--- src/rtl/stopwatch_cmd_fsm.sv ---
// Stopwatch run/stop/clear/lap controller driven by debounced buttons and
// UART command bytes from a FWFT RX FIFO, with an optional ack/nak byte per command.
module stopwatch_cmd_fsm #(
    parameter int                DATA_W      = 8,
    parameter int                CLR_CYCLES  = 4,
    parameter logic [DATA_W-1:0] CMD_RUN     = DATA_W'(8'h72),
    parameter logic [DATA_W-1:0] CMD_STOP    = DATA_W'(8'h73),
    parameter logic [DATA_W-1:0] CMD_CLEAR   = DATA_W'(8'h63),
    parameter logic [DATA_W-1:0] CMD_LAP     = DATA_W'(8'h6C),
    parameter bit                CASE_INSENS = 1'b1,
    parameter bit                ACK_EN      = 1'b1,
    parameter logic [DATA_W-1:0] NAK_CHAR    = DATA_W'(8'h3F)
) (
    input  logic              clk,
    input  logic              reset,
    input  logic              btn_run,
    input  logic              btn_clear,
    input  logic              btn_lap,
    input  logic              i_fifo_empty,
    input  logic [DATA_W-1:0] i_fifo_data,
    output logic              o_fifo_rd_en,
    output logic [DATA_W-1:0] o_tx_data,
    output logic              o_tx_valid,
    input  logic              i_tx_ready,
    output logic              o_run_on,
    output logic              o_clr_on,
    output logic              o_lap_on
);

    localparam logic [1:0] ST_STOP  = 2'd0;
    localparam logic [1:0] ST_RUN   = 2'd1;
    localparam logic [1:0] ST_LAP   = 2'd2;
    localparam logic [1:0] ST_CLEAR = 2'd3;

    localparam logic [2:0] EV_NONE  = 3'd0;
    localparam logic [2:0] EV_RUN   = 3'd1;
    localparam logic [2:0] EV_STOP  = 3'd2;
    localparam logic [2:0] EV_LAP   = 3'd3;
    localparam logic [2:0] EV_CLEAR = 3'd4;

    localparam int CW = (CLR_CYCLES > 1) ? $clog2(CLR_CYCLES) : 1;

    localparam logic [DATA_W-1:0] CASE_BIT = DATA_W'(8'h20);
    localparam logic [DATA_W-1:0] UC_LO    = DATA_W'(8'h41);
    localparam logic [DATA_W-1:0] UC_HI    = DATA_W'(8'h5A);

    logic [1:0]        state;
    logic [1:0]        next_state;
    logic [CW-1:0]     clr_cnt;
    logic [DATA_W-1:0] norm_byte;
    logic [DATA_W-1:0] ack_byte;
    logic [2:0]        ev;
    logic              ev_ok;
    logic              btn_any;

    // Holding the ack byte blocks further pops, so unread bytes stay queued in the FIFO.
    assign o_fifo_rd_en = !reset && !i_fifo_empty && (state != ST_CLEAR) &&
                          !(ACK_EN && o_tx_valid);

    assign o_run_on = (state == ST_RUN) || (state == ST_LAP);
    assign o_clr_on = (state == ST_CLEAR);
    assign o_lap_on = (state == ST_LAP);

    always_comb begin
        norm_byte = i_fifo_data;
        if (CASE_INSENS && (i_fifo_data >= UC_LO) && (i_fifo_data <= UC_HI))
            norm_byte = i_fifo_data | CASE_BIT;
    end

    // Buttons outrank a byte popped in the same cycle; that byte is still consumed and NAKed.
    always_comb begin
        ev      = EV_NONE;
        btn_any = btn_clear | btn_run | btn_lap;
        if (state != ST_CLEAR) begin
            if (btn_clear)
                ev = EV_CLEAR;
            else if (btn_run)
                ev = (state == ST_STOP) ? EV_RUN : EV_STOP;
            else if (btn_lap)
                ev = EV_LAP;
            else if (o_fifo_rd_en) begin
                if (norm_byte == CMD_RUN)
                    ev = EV_RUN;
                else if (norm_byte == CMD_STOP)
                    ev = EV_STOP;
                else if (norm_byte == CMD_CLEAR)
                    ev = EV_CLEAR;
                else if (norm_byte == CMD_LAP)
                    ev = EV_LAP;
            end
        end
    end

    always_comb begin
        next_state = state;
        ev_ok      = 1'b0;
        case (ev)
            EV_RUN: begin
                if (state == ST_STOP) begin
                    next_state = ST_RUN;
                    ev_ok      = 1'b1;
                end
            end
            EV_STOP: begin
                if ((state == ST_RUN) || (state == ST_LAP)) begin
                    next_state = ST_STOP;
                    ev_ok      = 1'b1;
                end
            end
            EV_LAP: begin
                if (state == ST_RUN) begin
                    next_state = ST_LAP;
                    ev_ok      = 1'b1;
                end else if (state == ST_LAP) begin
                    next_state = ST_RUN;
                    ev_ok      = 1'b1;
                end
            end
            EV_CLEAR: begin
                if (state == ST_STOP) begin
                    next_state = ST_CLEAR;
                    ev_ok      = 1'b1;
                end
            end
            default: ;
        endcase
        if ((state == ST_CLEAR) && (clr_cnt == '0))
            next_state = ST_STOP;
        ack_byte = (ev_ok && !btn_any) ? (norm_byte & ~CASE_BIT) : NAK_CHAR;
    end

    always_ff @(posedge clk) begin
        if (reset) begin
            state      <= ST_STOP;
            clr_cnt    <= '0;
            o_tx_valid <= 1'b0;
            o_tx_data  <= '0;
        end else begin
            state <= next_state;
            if ((state != ST_CLEAR) && (next_state == ST_CLEAR))
                clr_cnt <= CW'(CLR_CYCLES - 1);
            else if ((state == ST_CLEAR) && (clr_cnt != '0))
                clr_cnt <= clr_cnt - 1'b1;
            if (ACK_EN && o_fifo_rd_en) begin
                o_tx_valid <= 1'b1;
                o_tx_data  <= ack_byte;
            end else if (o_tx_valid && i_tx_ready) begin
                o_tx_valid <= 1'b0;
            end
        end
    end

endmodule

--- config.mk ---
export PLATFORM = sky130hd
export DESIGN_NAME = stopwatch_cmd_fsm
export DESIGN_NICKNAME = d
export VERILOG_FILES = /design/src/rtl/stopwatch_cmd_fsm.sv
export SDC_FILE = /design/constraint.sdc
export NUM_CORES = 1
export LEC_CHECK = 0
export BUFFER_PORTS_ARGS = -buffer_cell sky130_fd_sc_hd__buf_2
export CORE_MARGIN = 2
export CORE_UTILIZATION = 30
export CTS_CLUSTER_DIAMETER = 30
export DETAILED_ROUTE_END_ITERATION = 8
export PLACE_DENSITY = 0.48
export SKIP_CTS_REPAIR_TIMING = 1
export SYNTH_ARGS = -nofsm -noshare
export SYNTH_HDL_FRONTEND = slang
export SYNTH_SLANG_ARGS = --single-unit
--- constraint.sdc ---
create_clock -name clk -period 3.7 [get_ports clk]
set_clock_uncertainty 0.05 [all_clocks]
set_input_delay 1.11 -clock clk [delete_from_list [all_inputs] [get_ports clk]]
set_output_delay 1.11 -clock clk [all_outputs]
set_load 0.01 [all_outputs]
; ---- After elaboration in Yosys (flattened, before gate mapping)
; Index checks and enable logic that the tools add are counted.
[totals]
latch_bits = 0
rom_bits = 0
output_inout_bits = 13
wordCells = 70
regBits = 13
ram_bits = 0
memories = 0
[op_classes]
n_mux = 28
reduce_logical = 20
magnitude_cmp = 2
n_bitwise = 2
shift = 0
eq_ne = 13
n_mul = 0
addsub = 1
div = 0
[op_table]
columns = op, count
row1 = $eq A8 B7 Y1 const B, 4
row2 = $mux W3, 8
row3 = $mux W2, 10
row4 = $logic_and A1 B1 Y1, 9
row5 = $ge A8 B7 Y1 const B, 1
row6 = $le A8 B7 Y1 const B, 1
row7 = $mux W8, 1
row8 = $pmux W2 S4, 1
row9 = $eq A2 B2 Y1 const B, 3
row10 = $eq A3 B2 Y1 const B, 2
row11 = $mux W1, 6
row12 = $mux W6, 1
row13 = $reduce_bool A2 Y1, 3
row14 = $logic_not A1 Y1, 4
row15 = $logic_not A2 Y1, 2
row16 = $eq A3 B1 Y1 const B, 1
row17 = $eq A3 B3 Y1 const B, 1
row18 = $pmux W1 S3, 1
row19 = $eq A2 B1 Y1 const B, 1
row20 = $ne A2 B2 Y1 const B, 1
row21 = $or A1 B1 Y1, 2
row22 = $reduce_or A2 Y1, 1
row23 = $sub A2 B1 Y2 const B, 1
row24 = $logic_or A1 B1 Y1, 1

; ---- Longest topological paths before layout
[depth]
word_depth = 19
depth_mapped = 10
mapped_depth_nobuf = 9

; ---- Worst setup path before layout
; Ideal clock, no wire load.
[synth_timing]
path_kind = input to register
startpoint = input i_fifo_data[1]
endpoint = register clr_cnt[1]
required_time_ps = 3564
cell_stages = 7
setup_ps = 86
arrival_ps = 3151
slack_ps = 413
cell_sequence = or4_1 -> a211o_1 -> a31o_2 -> a22o_1 -> mux2_2 -> a2111o_1 -> a221oi_2
[synth_via]
elab_chain_len = 19
elab_cells_between_ends = 27
[synth_lines]
columns = element, line_no
row1 = "start, declared", 20  ; input logic [DATA_W-1:0] i_fifo_data,
row2 = $ge A8 B7 Y1 or $le A8 B7 Y1 (tied branches), 66  ; if (CASE_INSENS && (i_fifo_data >= UC_LO) && (i_fifo_data <= UC_HI))
row3 = $logic_and A1 B1 Y1, 66
row4 = $mux W6 *, 66
row5 = $eq A8 B7 Y1, 88  ; else if (norm_byte == CMD_LAP)
row6 = $mux W2, 88
row7 = $mux W3, 86  ; else if (norm_byte == CMD_CLEAR)
row8 = $mux W3, 84  ; else if (norm_byte == CMD_STOP)
row9 = $mux W3 *, 82  ; if (norm_byte == CMD_RUN)
row10 = (+3 left out), -
row11 = $mux W3 *, 75  ; if (btn_clear)
row12 = $mux W3 *, 74  ; if (state != ST_CLEAR) begin
row13 = $eq A3 B3 Y1 (tied with other cells), 97  ; case (ev)
row14 = $pmux W2 S4 *, 97
row15 = $mux W2 *, 127  ; if ((state == ST_CLEAR) && (clr_cnt == '0))
row16 = $eq A2 B2 Y1 *, 140  ; if ((state != ST_CLEAR) && (next_state == ST_CLEAR))
row17 = $logic_and A1 B1 Y1 *, 140
row18 = $mux W2 or $reduce_bool A2 Y1 (tied branches), -
row19 = "end signal, assigned", 141  ; clr_cnt <= CW'(CLR_CYCLES - 1);
row20 = "end signal, assigned", 143  ; clr_cnt <= clr_cnt - 1'b1;
row21 = "end, declared", 49  ; logic [CW-1:0] clr_cnt;
; Mark *: on every way between the ends. The rest lies on a longest branch, timed or not.
; A chain may end at the register's enable or synchronous reset.

; ---- Worst setup path in the final report
; Same ends and word-level chain as after synthesis.

==> results.tsv <==
stage	metric	value	unit
die	dieArea	3250	µm²
clocking	cts.sinks	13	
yosys	synth-simple-area-share	27.2	%
worst_setup_path	crit_buf_inv	1	
worst_setup_path	worstReg2RegStart	state[1]$_SDFF_PP0_	
worst_setup_path	worst_path_largest_cell_delay	0.51	ns
clocking	clk_pin_slew	0.08	ns
clocking	cts_tree	built	
yosys	netlist_top_cells_area	dfxtp_1, ha_1, nor2b_1	
clocking	cts_max_path_buffers	2	
worst_setup_path	cp_data_required_time	3.85	ns
die	boundaryPins	28	
final_layout	layout.nets	145	
placement	place_congestion	0.780	
global_route	grt_pass1_wl	3550	µm
worst_setup_path	critPathArrivalTime	3.37	ns
yosys	synth_edf_count	0	
placement	portBuffers	27	
worst_setup_path	crit_type	in2reg	
timing	tightest_slew	0.369	ns
pwr	leakage	0.000467	µW
clocking	htreeDepth	1	
global_route	grt_max_degree	15	
drt	wl_per_cell	12.7	µm
final_layout	n_antenna_cell	0	
pwr	power_frac_seq	41.0	%
drt	dr.pass1.iters	3	
timing	rsz0062_at_grt	no	
timing	finalSetupViolCount	0	
yosys	synth_area	843	µm²
pwr	switching_share	34.9	%
die	start_util	31.1	%
die	die_h	57.0	µm
pwr	clock_power_share	21.1	%
timing	setup_tns	0	ns
worst_setup_path	path_cells	buf_2 > or4_1 > a211o_1 > a31o_2 > a22o_1 > mux2_2 > a2111o_1 > a221oi_2	
clocking	numCtsBuffers	3	
clocking	insertion_delay	0.28	ns
yosys	synthCells	95	
placement	dp_hpwl	1580	µm
yosys	synth_ff_type	dfxtp_1	
yosys	yosysWarnings	0	
hold_path	worst_hold_path.num_cells	2	
drt	drc	0	
yosys	ys_seq_area_share	30.9	%
yosys	synth_fa_ha_area_share	8.90	%
global_route	antenna_found_initial	0	
global_route	grt_util_all_layers	13.6	%
global_route	first_global_vias	786	
die	die_w	57.0	µm
hold_path	min_to	o_tx_data[6]$_SDFFE_PP0P_	
worst_setup_path	start_kind	input port	
yosys	synth-async-reset-ratio	0	%
outcome	status	completed	
run	cap_violations	0	
pwr	internal-power	276	µW
yosys	synth_area_per_cell	8.88	µm²
timing	period_minus_slack	3.22	ns
yosys	synth_xor_xnor_area_share	0	%
timing	max-slew-margin-rel	75.1	%
hold_path	holdCritStartpoint	o_tx_data[6]$_SDFFE_PP0P_	
yosys	ys_seq_elements	13	
timing	hold_ws	0.424	ns
hold_path	holdCritPathClass	reg2reg	
worst_setup_path	endpoint_kind	flop	
yosys	ys_types	38	
worst_setup_path	reg2reg_to	clr_cnt[1]$_SDFFE_PP0P_	
clocking	cts_root_buf	clkbuf_4	
drt	drt_iter0_markers	20	
drt	vias_per_cell	5.25	
yosys	yosysTopAreaCellShare	30.9	%
pwr	power.net_switching	148	µW
final_layout	drive_above_1_share	30.9	%
drt	ant_nets	0	
die	core_area	2710	µm²
timing	period_share	87.0	%
worst_setup_path	crit_family	compound AO/OA/AOI/OAI gates	
final_layout	area_delta_synth_final	23.7	%
timing	maxSlewViolCount	0	
worst_setup_path	setup.worst_path.start	i_fifo_data[1]	
worst_setup_path	r2r_cells	8	
yosys	synthMuxAreaShare	5.04	%
yosys	synth_compound_area_share	24.0	%
timing	clock.fmax	310	MHz
worst_setup_path	critPathSlowestCell	or4_1	
timing	hold_viol	0	
yosys	syn-num-nets	116	
final_layout	num-fill-cells	317	
yosys	synth_top_area_cell	dfxtp_1	
global_route	grt.overflow.total	0	
pwr	power.density	406	nW/µm²
pwr	vdd_drop_max	0.000264	V
drt	wirelength	1960	µm
yosys	synth_top_family_by_area	simple AND/OR/NAND/NOR gates	
drt	routed-via-count	809	
pwr	power_frac_comb	37.9	%
worst_setup_path	cp_max_fo	7	
die	rows	19	
worst_setup_path	reg2reg_slack	0.96	ns
==> worst max path at each step <==
stage | endpoint | cells after the start
floorplan | clr_cnt[1]$_SDFFE_PP0P_ | 7
global placement | clr_cnt[1]$_SDFFE_PP0P_ | 8
detailed placement | clr_cnt[1]$_SDFFE_PP0P_ | 8
CTS | o_fifo_rd_en | 4
global route | clr_cnt[1]$_SDFFE_PP0P_ | 8
finish | clr_cnt[1]$_SDFFE_PP0P_ | 8
==> Yosys cell counts (all sizes together) (3+ instances only) <==
library cell and instances:
a21oi 4, a221oi 3, clkbuf 4, dfxtp 13, ha 6, inv 5
nand2 5, nor2 6, nor2b 7, nor3 4, o22a 5, or3 3
==> power by group through the flow <==
stage | combinational [µW] | clock, µW | sequential [µW]
floorplan | 107 | 0 | 180
global placement | 161 | 0 | 177
detailed placement | 160 | 0 | 177
CTS | 161 | 94.8 | 174
global route | 182 | 100 | 177
finish | 160 | 89.3 | 174
==> per-layer routing <==
layer	vias up	global-route usage (%)	wire [µm]
met5	-	0	0
met4	0	3.99	13
met3	2	5.22	115
met2	16	22.2	943
met1	377	16.8	889
li1	414	-	-
==> tightest hold or removal path, cell delays in order (launching register included) <==
cell	delay, ns
dfxtp_1	0.32
nand2b_1	0.06
a21oi_1	0.06
==> per-stage QoR <==
| stage | worst slack [ns] | util, % | cell area [µm²] | instances | total power [µW] |
|---|---|---|---|---|---|
| after floorplan | 0.413 | - | 843 | 95 | 286 |
| after global placement | 0.226 | 37.5 | 1020 | 150 | 337 |
| after detailed placement | 0.197 | 37.5 | 1020 | 150 | 338 |
| after CTS | 0.483 | 38.5 | 1040 | 154 | 431 |
| after global routing | 0.367 | 38.5 | 1040 | 154 | 460 |
| final | 0.479 | 38.5 | 1040 | 154 | 423 |
==> sequential cells by signal (all words and copies together) (netlist names) <==
register and cells:
clr_cnt 2, o_tx_data 8, o_tx_valid 1, state 2
==> kinds of logic after synthesis <==
logic type               after synthesis
adder cells (fa/ha/maj)                6
flip-flops                            13
AND/OR/NAND/NOR                       38
multiplexers                           4
buffers and inverters                  9
AO/OA/AOI/OAI                         25
==> cell usage in the layout (no fill, tap or decap), drive strengths merged, types with 2 or more instances in the layout <==
master,n
buf,28
dfxtp,13
nor2b,7
nor2,6
ha,6
inv,5
nand2,5
o22a,5
nor3,4
a21oi,4
or3,3
clkbuf,3
a221oi,3
nand4,2
or4bb,2
mux2i,2
nor3b,2
a21o,2
mux2,2
==> area by class of cell <==
cell class	count	area [µm²]	area share, %
Multi-Input combinational cell	73	556	53.2
Clock inverter	1	5.00	0.480
Clock buffer	3	22.5	2.16
Timing Repair Buffer	28	143	13.7
Inverter	5	18.8	1.80
Sequential cell	13	260	24.9
Tap cell	31	38.8	3.72
No activity file was read; power rests on OpenSTA's default activity.
